===== src/rtl/blink_gen_pkg.sv =====
// Shared encodings for the blink generator: channel modes and burst states.
package blink_gen_pkg;

    // Per-channel mode field, channel i uses mode[2i+1:2i].
    localparam logic [1:0] MODE_OFF   = 2'b00;
    localparam logic [1:0] MODE_ON    = 2'b01;
    localparam logic [1:0] MODE_BLINK = 2'b10;
    localparam logic [1:0] MODE_BURST = 2'b11;

    // Burst sequencer states.
    localparam logic [1:0] ST_IDLE  = 2'b00;
    localparam logic [1:0] ST_ARMED = 2'b01;
    localparam logic [1:0] ST_RUN   = 2'b10;

    // Shortest period the shared counter will run; smaller requests are clamped.
    localparam int unsigned PER_MIN = 2;

endpackage


===== src/rtl/blink_gen_ch.sv =====
// One blink channel: mode mux, burst sequencer and burst-length down-counter.
//
//  state    | meaning
//  ---------+--------------------------------------------------------------
//  ST_IDLE  | no burst; a start strobe in burst mode arms the channel
//  ST_ARMED | waiting for the next period start to begin blinking
//  ST_RUN   | blinking; r_left periods remain, busy asserted
module blink_gen_ch
    import blink_gen_pkg::*;
#(
    parameter int BURST_W = 4
) (
    input  logic               i_clk,
    input  logic               i_reset,
    input  logic [1:0]         i_mode,
    input  logic               i_start,
    input  logic [BURST_W-1:0] i_burst_len,
    input  logic               i_cnt_zero,
    input  logic               i_phase_hi,
    output logic               o_blink,
    output logic               o_busy,
    output logic               o_done
);

    logic [1:0]         r_state;
    logic [BURST_W-1:0] r_left;
    logic               r_blink;
    logic               r_busy;
    logic               r_done;

    logic [1:0]         w_state_nxt;
    logic [BURST_W-1:0] w_left_nxt;
    logic               w_done_nxt;
    logic               w_blink_nxt;
    logic               w_burst_mode;

    assign w_burst_mode = (i_mode == MODE_BURST);

    // Burst next-state: leaving burst mode aborts silently, completion pulses done.
    always_comb begin
        w_state_nxt = r_state;
        w_left_nxt  = r_left;
        w_done_nxt  = 1'b0;
        case (r_state)
            ST_IDLE: begin
                if (i_start && w_burst_mode) begin
                    w_state_nxt = ST_ARMED;
                end
            end
            ST_ARMED: begin
                if (!w_burst_mode) begin
                    w_state_nxt = ST_IDLE;
                end else if (i_cnt_zero) begin
                    if (i_burst_len == '0) begin
                        w_state_nxt = ST_IDLE;
                        w_done_nxt  = 1'b1;
                    end else begin
                        w_state_nxt = ST_RUN;
                        w_left_nxt  = i_burst_len;
                    end
                end
            end
            ST_RUN: begin
                if (!w_burst_mode) begin
                    w_state_nxt = ST_IDLE;
                end else if (i_cnt_zero) begin
                    if (r_left == BURST_W'(1)) begin
                        w_state_nxt = ST_IDLE;
                        w_left_nxt  = '0;
                        w_done_nxt  = 1'b1;
                    end else begin
                        w_left_nxt = r_left - BURST_W'(1);
                    end
                end
            end
            default: begin
                w_state_nxt = ST_IDLE;
            end
        endcase
    end

    // Output mux; burst blink is gated by the busy value being registered alongside it.
    always_comb begin
        w_blink_nxt = 1'b0;
        case (i_mode)
            MODE_OFF:   w_blink_nxt = 1'b0;
            MODE_ON:    w_blink_nxt = 1'b1;
            MODE_BLINK: w_blink_nxt = i_phase_hi;
            default:    w_blink_nxt = i_phase_hi && (w_state_nxt == ST_RUN);
        endcase
    end

    // Channel state and registered outputs.
    always_ff @(posedge i_clk) begin
        if (i_reset) begin
            r_state <= ST_IDLE;
            r_left  <= '0;
            r_blink <= 1'b0;
            r_busy  <= 1'b0;
            r_done  <= 1'b0;
        end else begin
            r_state <= w_state_nxt;
            r_left  <= w_left_nxt;
            r_blink <= w_blink_nxt;
            r_busy  <= (w_state_nxt == ST_RUN);
            r_done  <= w_done_nxt;
        end
    end

    assign o_blink = r_blink;
    assign o_busy  = r_busy;
    assign o_done  = r_done;

endmodule


===== src/rtl/blink_gen.sv =====
// Multi-channel blink generator: shared period counter feeding N_CH channels.
module blink_gen
    import blink_gen_pkg::*;
#(
    parameter int N_CH    = 4,
    parameter int PER_W   = 25,
    parameter int BURST_W = 4
) (
    input  logic                clk,
    input  logic                reset,
    input  logic [PER_W-1:0]    period,
    input  logic [PER_W-1:0]    high_time,
    input  logic [2*N_CH-1:0]   mode,
    input  logic [N_CH-1:0]     start,
    input  logic [BURST_W-1:0]  burst_len,
    output logic [N_CH-1:0]     blink,
    output logic                tick,
    output logic [N_CH-1:0]     busy,
    output logic [N_CH-1:0]     done
);

    logic [PER_W-1:0] r_cnt;
    logic [PER_W-1:0] r_period_q;
    logic [PER_W-1:0] r_high_q;
    logic             r_tick;

    logic [PER_W-1:0] w_period_eff;
    logic             w_wrap;
    logic             w_cnt_zero;
    logic             w_phase_hi;

    assign w_period_eff = (period < PER_W'(PER_MIN)) ? PER_W'(PER_MIN) : period;
    assign w_wrap       = (r_cnt >= (r_period_q - PER_W'(1)));
    assign w_cnt_zero   = (r_cnt == '0);
    assign w_phase_hi   = (r_cnt < r_high_q);

    // Period counter; period/high settings are only taken at the wrap so a period is never cut short.
    always_ff @(posedge clk) begin
        if (reset) begin
            r_cnt      <= '0;
            r_period_q <= w_period_eff;
            r_high_q   <= high_time;
            r_tick     <= 1'b0;
        end else begin
            r_tick <= w_cnt_zero;
            if (w_wrap) begin
                r_cnt      <= '0;
                r_period_q <= w_period_eff;
                r_high_q   <= high_time;
            end else begin
                r_cnt <= r_cnt + PER_W'(1);
            end
        end
    end

    assign tick = r_tick;

    for (genvar g = 0; g < N_CH; g++) begin : g_ch
        blink_gen_ch #(
            .BURST_W (BURST_W)
        ) u_ch (
            .i_clk       (clk),
            .i_reset     (reset),
            .i_mode      (mode[2*g +: 2]),
            .i_start     (start[g]),
            .i_burst_len (burst_len),
            .i_cnt_zero  (w_cnt_zero),
            .i_phase_hi  (w_phase_hi),
            .o_blink     (blink[g]),
            .o_busy      (busy[g]),
            .o_done      (done[g])
        );
    end

endmodule

===== config.mk =====
export PLATFORM = sky130hd
export DESIGN_NAME = blink_gen
export DESIGN_NICKNAME = d
export VERILOG_FILES = /design/src/rtl/blink_gen_pkg.sv /design/src/rtl/blink_gen_ch.sv /design/src/rtl/blink_gen.sv
export SDC_FILE = /design/constraint.sdc
export NUM_CORES = 1
export LEC_CHECK = 0
export ABC_AREA = 1
export ABC_CLOCK_PERIOD_IN_PS = 4600
export BUFFER_PORTS_ARGS = -buffer_cell sky130_fd_sc_hd__buf_2
export CAP_MARGIN = 40
export CORE_MARGIN = 2
export CORE_UTILIZATION = 50
export CTS_CLUSTER_SIZE = 12
export DETAILED_ROUTE_END_ITERATION = 12
export HOLD_SLACK_MARGIN = 0.02
export PLACE_DENSITY = 0.73
export SLEW_MARGIN = 15
export SYNTH_ARGS = -nofsm -noshare
export SYNTH_HDL_FRONTEND = slang
export SYNTH_SLANG_ARGS = --single-unit

===== constraint.sdc =====
create_clock -name clk -period 4.6 [get_ports clk]
set_input_delay 0.23 -clock clk [delete_from_list [all_inputs] [get_ports clk]]
set_output_delay 0.23 -clock clk [all_outputs]
set_load 0.03 [all_outputs]

### Yosys cells after proc, flatten, opt, wreduce, memory -nomap -nowiden

Cells that the tools add are included.

| word-level totals | value |
|---|---|
| word-level logic and storage cells | 191 |
| register bits | 112 |

| operators by class | value |
|---|---|
| reductions and logical operators | 28 |
| $add $sub $neg | 6 |
| mux-type cells | 82 |
| magnitude comparators | 3 |
| equality and inequality tests | 48 |

Operators with widths:

| cell | number |
|---|---|
| $mux 25 | 5 |
| $mux 4 | 18 |
| $mux 2 | 25 |
| $eq 2x2->1 const B | 16 |
| $pmux 4 s2 | 4 |
| $add 25x1->25 const B | 1 |
| $ge 25x25->1 | 1 |
| $logic_not 25->1 | 1 |
| $lt 25x2->1 const B | 1 |
| $lt 25x25->1 | 1 |
| $sub 25x1->25 const B | 1 |
| $pmux 2 s3 | 4 |
| $reduce_and 6->1 | 4 |
| $ne 2x1->1 const B | 10 |
| $ne 2x2->1 const B | 10 |
| $mux 1 | 18 |
| $eq 2x1->1 const B | 8 |
| $eq 4x1->1 const B | 4 |
| $logic_not 2->1 | 8 |
| $sub 4x1->4 const B | 4 |
| $pmux 1 s3 | 4 |
| $reduce_bool 2->1 | 5 |
| $logic_and 1x1->1 | 8 |
| $pmux 1 s2 | 4 |
| other kinds (2) | 2 |

### Depth between registers and ports, before layout

Gate-level depths: netlist of run 1.

| depth | value |
|---|---|
| word-level depth | 8 |
| depth in mapped cells | 19 |
| mapped depth without buffers | 18 |

### Modules after synthesis

A second synthesis of run 1 with hierarchy kept.

| second synthesis, totals | value |
|---|---|
| cells, all modules | 928 |
| area total of the unflattened synthesis | 7,254.5 sq um |

Modules (own cells, without submodules):

| module | seq. area each (sq um) | area an instance (sq um) | cells an instance | times used |
|---|---|---|---|---|
| blink_gen | 2,021.9 | 4,892.2 | 592 | 1 |
| blink_gen_ch | 180.2 | 590.6 | 84 | 4 |

### Worst setup path after synthesis of run 1

OpenSTA, ideal clock, no wires.

| timing path | value |
|---|---|
| path kind | register -> register |
| start point | register r_period_q[0] |
| end point | register r_high_q[0], enable pin |
| arrival time | 3.338 ns |
| period minus slack after synthesis | 3.726 ns |
| buffers on the path | 1 |
| required time | 4.212 ns |
| cell stages (with the launch flop) | 19 |
| setup slack | 0.874 ns |
| setup time | 0.388 ns |
| cell sequence | edfxtp_1 > inv_1 > ha_1 > nand2_2 > nor2_4 > nand3_2 > nor2_2 > nand2_1 > nor2_4 > nand4_2 > nor2_1 > xor2_1 > ha_1 > nand4_1 > nor3_1 > nor4b_1 > nand4_1 > nand3_2 > buf_2 |

| on the way | value |
|---|---|
| cells in the longest elaborated chain, start to end | 3 |

RTL lines:

| what | RTL line | text |
|---|---|---|
| start, declared | blink_gen.sv:23 | `logic [PER_W-1:0] r_period_q;` |
| start signal, assigned | blink_gen.sv:41 | `r_period_q <= w_period_eff;` |
| start signal, assigned | blink_gen.sv:48 | `r_period_q <= w_period_eff;` |
| $sub 25x1->25 | blink_gen.sv:33 | `assign w_wrap = (r_cnt >= (r_period_q - PER_W'(1)));` |
| $ge 25x25->1 | blink_gen.sv:33 |  |
| $reduce_bool 2->1 (no source line) | n/a |  |
| end signal, assigned | blink_gen.sv:42 | `r_high_q <= high_time;` |
| end signal, assigned | blink_gen.sv:49 | `r_high_q <= high_time;` |
| end, declared | blink_gen.sv:24 | `logic [PER_W-1:0] r_high_q;` |

Every way passes these cells.
A chain may end at the register's enable or synchronous reset.

### Final worst setup path of run 1

| timing path | value |
|---|---|
| start point | register r_period_q[0] |
| end point | register r_high_q[7], enable pin |

The elaborated chain is that of the path after synthesis.

==> flow_summary.yaml, run 1 <==
route:
  drt-wirelength-per-cell_um: 12.67
  route.detailed.drc: 0
  dr.pass1.iters: 4
  ant_nets: 0
  vias_per_cell: 5.006
  wl_um: 14050
  num_vias: 5552
  drtIter0Drc: 265
power_and_ir_drop:
  p_int_w: 0.001648
  switching_share: 0.2459
  power.share.clock: 0.393
  peakVddDrop_uv: 249.9
  seqPwrFrac: 0.504
  power_per_cell_area_nw_per_um2: 277.4
  p_sw_w: 0.0005374
  power_leakage_nw: 3.572
  p_comb_frac: 0.103
sta:
  clock_skew_ns: 0.005792
  tightest_slew_ns: 0.6894
  tns_ns: 0
  period_needed_ns: 3.676
  rsz0062_at_grt: "false"
  relSlewSlack: 0.5387
  setup_viol: 0
  fmax_mhz: 272.0
  post-route-period-util: 0.7992
  hold_viol_final: 0
  slew_viol_final: 0
synth:
  synthMuxAreaShare: 0
  synth_top_family_by_area: "simple AND/OR/NAND/NOR gates"
  synthArstFlopShare: 0
  yosys.area.top_type: "edfxtp_1"
  syn_area_sq_um: 7129
  ys_seq_area_frac: 0.3847
  ys_warn_count: 0
  synth_edf_count: 50
  synth-compound-area-share: 0.07424
  syn_inst: 875
  syn_avg_cell_area_sq_um: 8.148
  syn_nets: 1019
  synthAdderAreaFrac: 0.1334
  ys_top_cells_by_area: "edfxtp_1 (21%), dfxtp_1 (17%), ha_1 (13%)"
  synth-simple-area-share: 0.2515
  yosysTopAreaCellShare: 0.2106
  synthFlopType: "dfxtp_1"
  synth-seq-cells: 112
  synth_cell_types: 43
  synth_xor_area_frac: 0.06265
clock_tree:
  cts_htree_levels: 3
  path_clk_slew_ns: 0.07
  max-clock-path-buffers: 2
  cts_tree: "done"
  cts_resized: 0
  clk_root_buffer_cell: "clkbuf_16"
  post_cts_buffers: 0
  clock_latency_ns: 0.36
  clock-sinks: 112
  postCtsHoldBufs: 0
  cts_made_buffers: 9
floorplanning:
  die_h_um: 123.4
  pin_count: 81
  core_area_sq_um: 13880
  start_util: 0.5136
  die_w_um: 123.4
  dieArea_sq_um: 15230
  rows: 43
critical_path:
  crit_arrival_ns: 3.68
  critPathLaunch: "r_period_q[0]$_SDFFCE_PN0P_"
  r2r-end: "r_high_q[7]$_DFFE_PP_"
  cp_max_fo: 45
  cp_slowest_stage_delay_ns: 0.43
  rr_worst_depth: 18
  reg2reg_slack_ns: 0.92
  crit_path_start_kind: "flip-flop"
  critPathCapture: "r_high_q[7]$_DFFE_PP_"
  crit_chain: "inv_1, ha_1, nand2_2, nor2_4, nand3_2, nor2_2, nand2_1, nor2_4, nand4_2, nor2_1, xor2_1, ha_1, nand4_1, nor3_1, nor4b_1, nand4_1, nand3_2, buf_4"
  crit_slowest_cell: "buf_4"
  r2r-start: "r_period_q[0]$_SDFFCE_PN0P_"
  cp-end-kind: "flip-flop"
  path_class: "flip-flop to flip-flop"
  cp.required_ns: 4.60
finish:
  multiInputGateArea_sq_um: 3720
  nFillCells: 1287
  syn_to_final_growth_pct: 10.49
  antenna_cells: 0
  drive_gt1_frac: 0.1496
  register_area_sq_um: 2743
  utilization: 0.5675
  stdcell_count: 1109
  nets: 1068
status:
  outcome: "finished clean"
worst_hold_path:
  holdCritPathClass: "input port to flip-flop"
global_routing:
  grt.overflow.total: 0
  grt_pass1_wl_um: 23830
  grt_antenna_before_repair: 0
  track_usage: 0.1973
  grt_pass1_vias: 5236
  grt_max_degree: 46
placement:
  port-buffer-count: 80
  place_inst: 1093
  dp_hpwl_um: 10960
  gp_congestion: 0.8297
flow_run:
  drv_cap: 0
-- per-layer routing --
metal	global-route usage	vias to the layer above	routed length, um
li1	-	2970	-
met1	0.2700	2459	6926
met2	0.3173	103	6373
met3	0.03690	20	533
met4	0.05895	0	214
met5	0	-	0
-- worst max-delay path: cells and delay by family (launching register included) --
| kind | cells | cell delay, ns |
|---|---|---|
| flops | 1 | 0.37 |
| buf+inv | 2 | 0.56 |
| xor+xnor | 1 | 0.08 |
| simple gates | 13 | 1.74 |
| fa+ha+maj | 2 | 0.53 |
-- metrics by stage --
step | hold WS (ns) | cell area [sq um] | power (W) | worst slack, ns
floorplan | 0.3289 | 7129 | 0.001283 | 0.8740
global placement | 0.4062 | 7550 | 0.001345 | 1.031
detailed placement | 0.4081 | 7550 | 0.001350 | 0.8847
CTS | 0.03305 | 7878 | 0.002205 | 0.8741
global route | 0.02697 | 7878 | 0.002283 | 0.3912
finish | 0.04504 | 7878 | 0.002185 | 0.9238
-- layout make-up --
type                       count  share of cell area
multi-input combinational    600              0.4722
inverter                     119             0.05670
clock buffer                   9             0.02859
tap                          180             0.02859
sequential                   112              0.3482
timing repair buffer          82             0.05273
clock inverter                 7             0.01302
-- cell usage after synthesis (2+ instances only) --
cell type,count
xor2_1,32
nor2_1,110
nand4_1,19
or2_2,6
clkbuf_1,29
nor3_1,12
edfxtp_1,50
nand2_2,6
a311oi_1,2
nor2_2,6
o21a_1,2
o22ai_1,9
buf_2,2
nand2_1,138
nand3_2,6
ha_1,76
xnor2_1,19
and3_1,2
a21oi_1,38
nand3_1,42
nor3b_1,3
a22oi_1,2
nor2_4,3
dfxtp_1,62
nor3b_2,2
buf_4,12
a211oi_1,7
o21ai_0,25
a2111oi_0,3
and2_1,2
inv_1,117
nor4_1,12
nor3_2,9
-- sequential cells by signal, indices dropped and copies added, names as in the netlist --
| name | flops |
|---|---|
| g_ch.u_ch.r_state | 8 |
| r_period_q | 25 |
| r_cnt | 25 |
| g_ch.u_ch.o_blink | 4 |
| tick | 1 |
| g_ch.u_ch.o_done | 4 |
| g_ch.u_ch.r_left | 16 |
| r_high_q | 25 |
| g_ch.u_ch.o_busy | 4 |
-- cells in the final DEF (no fill, tap or decap), drive strengths merged, types with 21 or more instances in the layout --
master	count
buf	82
dfxtp	62
xor2	32
edfxtp	50
ha	76
nor3	21
nor2	119
nand3	48
o21ai	25
inv	120
a21oi	39
nand2	144
-- logic make-up (layout without fill, tap and decap cells) --
| family | after synthesis | in the layout |
|---|---|---|
| adders and majority gates | 76 | 76 |
| xor gates and xnor gates | 51 | 51 |
| DFF | 112 | 112 |
| buffers and inverters | 163 | 217 |
| AOI/OAI and AO/OA | 92 | 92 |
| and+or+nand+nor | 381 | 381 |
-- power by group through the flow --
stage	registers [W]	clock network, W	logic, W
2_1_floorplan	0.00112	0	0.000164
3_3_place_gp	0.00112	0	0.000222
5_1_grt	0.00111	0.000917	0.000260
6_report	0.00110	0.000859	0.000226
4_1_cts	0.00110	0.000877	0.000228
3_5_place_dp	0.00112	0	0.000226
-- worst min path at each step --
| stage | cells past startpoint | to | start |
|---|---|---|---|
| 6_report | 1 | r_high_q[23]$_DFFE_PP_ | high_time[23] |
| 5_1_grt | 1 | r_high_q[3]$_DFFE_PP_ | high_time[3] |
| 4_1_cts | 1 | r_high_q[2]$_DFFE_PP_ | high_time[2] |
| 3_5_place_dp | 1 | r_high_q[3]$_DFFE_PP_ | high_time[3] |
| 3_3_place_gp | 1 | r_high_q[22]$_DFFE_PP_ | high_time[22] |
| 2_1_floorplan | 0 | r_high_q[0]$_DFFE_PP_ | high_time[0] |
(Power assumes the default switching activity.)
==> run 2: changes to the inputs <==
--- a/config.mk
+++ b/config.mk
@@ -6,7 +6,7 @@
 export NUM_CORES = 1
 export LEC_CHECK = 0
 export ABC_AREA = 1
-export ABC_CLOCK_PERIOD_IN_PS = 4600
+export ABC_CLOCK_PERIOD_IN_PS = 3000
 export BUFFER_PORTS_ARGS = -buffer_cell sky130_fd_sc_hd__buf_2
 export CAP_MARGIN = 40
 export CORE_MARGIN = 2
@@ -14,7 +14,7 @@
 export CTS_CLUSTER_SIZE = 12
 export DETAILED_ROUTE_END_ITERATION = 12
 export HOLD_SLACK_MARGIN = 0.02
-export PLACE_DENSITY = 0.73
+export PLACE_DENSITY = 0.76
 export SLEW_MARGIN = 15
 export SYNTH_ARGS = -nofsm -noshare
 export SYNTH_HDL_FRONTEND = slang
==> constraint.sdc (replaced) <==
create_clock -name clk -period 3 [get_ports clk]
set_input_delay 0.15 -clock clk [delete_from_list [all_inputs] [get_ports clk]]
set_output_delay 0.15 -clock clk [all_outputs]
set_load 0.03 [all_outputs]
==> run 2 against run 1 <==
Against the previous run: the run now ends with negative setup slack left; final area is 15% higher; highest routed layer unchanged; sequential cell count stayed put; global-route usage is 2.2 points higher; critical path depth is 2 lower; hold slack better by 0.0051 ns.
==> flow_summary.yaml, run 2 (synthesis gave the netlist of run 1 again) <==
status:
  outcome: "finished, violations left"
  violations: "negative setup slack"
sta:
  fmax_mhz: 302.5
  period_needed_ns: 3.306
  relSlewSlack: 0.6268
  tightest_slew_ns: 0.5457
  finalWorstSetupSlack_ns: -0.3062
  setup_viol: 75
  slew_viol_final: 0
  clock_skew_ns: 0.009553
  tns_ns: -18.70
  rsz0062_at_grt: "true"
  post-route-period-util: 1.102
  hold_viol_final: 0
finish:
  top_regs: "r_cnt (25), r_high_q (25), r_period_q (25)"
  drive_gt1_frac: 0.2062
  syn_to_final_growth_pct: 26.62
  final_cell_mix: "nand2_1 (136), inv_1 (115), nor2_1 (103), buf_2 (80), ha_1 (75)"
  nets: 1172
  nFillCells: 1130
  antenna_cells: 0
  final_common_cell: "nand2_1"
critical_path:
  crit_slowest_cell: "edfxtp_1"
  crit_arrival_ns: 3.38
  rr_worst_depth: 16
  cp_max_fo: 6
  path_class: "flip-flop to flip-flop"
  crit_path_start_kind: "flip-flop"
  reg2reg_slack_ns: -0.31
  crit_chain: "buf_4, buf_4, nor2_1, nand2_1, nor2_2, nand3_2, nor3_1, xnor2_1, ha_1, nand4_1, nor3_2, nor4b_2, nand4_1, nand3_4, buf_12, clkbuf_16"
  cp-end-kind: "flip-flop"
  r2r-end: "r_high_q[13]$_DFFE_PP_"
  cp.required_ns: 3.08
  cp_slowest_stage_delay_ns: 0.41
  r2r-start: "r_period_q[4]$_SDFFCE_PN0P_"
clock_tree:
  clk_root_buffer_cell: "clkbuf_16"
  cts_htree_levels: 3
  clock-sinks: 112
  max-clock-path-buffers: 2
  path_clk_slew_ns: 0.07
  clock_latency_ns: 0.36
  cts_tree: "done"
  cts_made_buffers: 9
route:
  vias_per_cell: 5.016
  drtIter0Drc: 376
  dr.pass1.iters: 5
  ant_nets: 0
  wl_um: 16240
  route.detailed.drc: 0
  num_vias: 6085
  drt-wirelength-per-cell_um: 13.38
global_routing:
  met1_usage: 0.2675
  grt_pass1_wl_um: 26200
  grt_max_degree: 30
  top_usage_layer: "met2"
  grt_antenna_before_repair: 0
  track_usage: 0.2197
  use_met3: 0.04889
  grt.overflow.total: 0
  use_met2: 0.3874
  grt_pass1_vias: 5838
floorplanning:
  pin_count: 81
  die_w_um: 123.4
  die_h_um: 123.4
  core_area_sq_um: 13880
  dieArea_sq_um: 15230
  rows: 43
  start_util: 0.5136
power_and_ir_drop:
  peakVddDrop_uv: 381.0
  power_per_cell_area_nw_per_um2: 380.0
  power_leakage_nw: 4.111
  p_total_w: 0.003430
worst_hold_path:
  hold_start: "period[0]"
  hold_end: "r_period_q[0]$_SDFFCE_PN0P_"
  min_path_cells: 3
  holdCritPathClass: "input port to flip-flop"
placement:
  pre_cts_ws_ns: -0.2258
  port-buffer-count: 80
  dp_hpwl_um: 11230
  gp_congestion: 0.8311
flow_run:
  drv_cap: 0
[run 2: cell count changes in the layout (fill, tap and decap cells not counted), sizes merged]
| cell | delta |
|---|---|
| bufinv | -1 |
| clkinvlp | -1 |
| clkbuf | +5 |
| clkinv | +1 |
| inv | -1 |
| dlygate4sd3 | +48 |
| buf | +53 |
[run 2: area by class of cell]
| cell class | count | area, sq um | share of cell area |
|---|---|---|---|
| Clock buffer | 11 | 254.0 | 0.02814 |
| Clock inverter | 5 | 61.31 | 0.006791 |
| Inverter | 119 | 446.7 | 0.04948 |
| Multi-Input combinational cell | 600 | 3829 | 0.4241 |
| Sequential cell | 112 | 2743 | 0.3038 |
| Tap cell | 180 | 225.2 | 0.02495 |
| Timing Repair Buffer | 186 | 1469 | 0.1627 |
[run 2: metrics by stage]
stage,instance area [sq um],hold slack [ns],utilization,std cells
detailed placement,7904,0.3283,0.5694,1133
global placement,7904,0.3277,0.5694,1133
CTS,8904,0.03782,0.6414,1207
finish,9027,0.05012,0.6504,1213
global route,9027,0.04816,0.6504,1213
floorplan,7173,0.2489,-,875
[run 2: report_power, final]
part	internal (W)	switching (W)	total (W)
combinational	0.000235	0.000251	0.000486
clock	0.000703	0.000554	0.00126
sequential	0.00165	0.0000339	0.00169
[run 2: critical path: cells and delay by family, from the launching register on]
family	cells	cell delay [ns]
flip-flops	1	0.41
AND/OR/NAND/NOR	10	1.67
buffers and inverters	4	0.57
XOR/XNOR	1	0.12
adder cells (fa/ha/maj)	1	0.28
[run 2: how the worst max path moves through the flow]
stage | start | to | cells past startpoint
after floorplan | r_period_q[1]$_SDFFCE_PN1P_ | r_high_q[0]$_DFFE_PP_ | 18
after global placement | r_period_q[5]$_SDFFCE_PN0P_ | r_period_q[5]$_SDFFCE_PN0P_ | 17
after detailed placement | r_period_q[5]$_SDFFCE_PN0P_ | r_high_q[19]$_DFFE_PP_ | 17
after CTS | r_period_q[1]$_SDFFCE_PN1P_ | r_period_q[16]$_SDFFCE_PN0P_ | 19
after global routing | r_period_q[4]$_SDFFCE_PN0P_ | r_high_q[1]$_DFFE_PP_ | 16
final | r_period_q[4]$_SDFFCE_PN0P_ | r_high_q[13]$_DFFE_PP_ | 16
[run 2: repair_timing]
| item | in CTS | in global routing |
|---|---|---|
| setup endpoints to repair | 75 | 75 |
| resized for setup | 17 | 12 |
| setup buffers | 8 | 5 |
| gates cloned | 2 | 3 |
| hold buffers | 48 | 0 |
| endpoints found under the hold margin | 48 | 0 |
| pin swaps | 4 | 8 |
[run 2: per-layer routing]
| layer | share of wire | wire length, um |
|---|---|---|
| met5 | 0 | 0 |
| met4 | 0.015 | 242 |
| met3 | 0.046 | 753 |
| met2 | 0.49 | 7946 |
| met1 | 0.45 | 7294 |
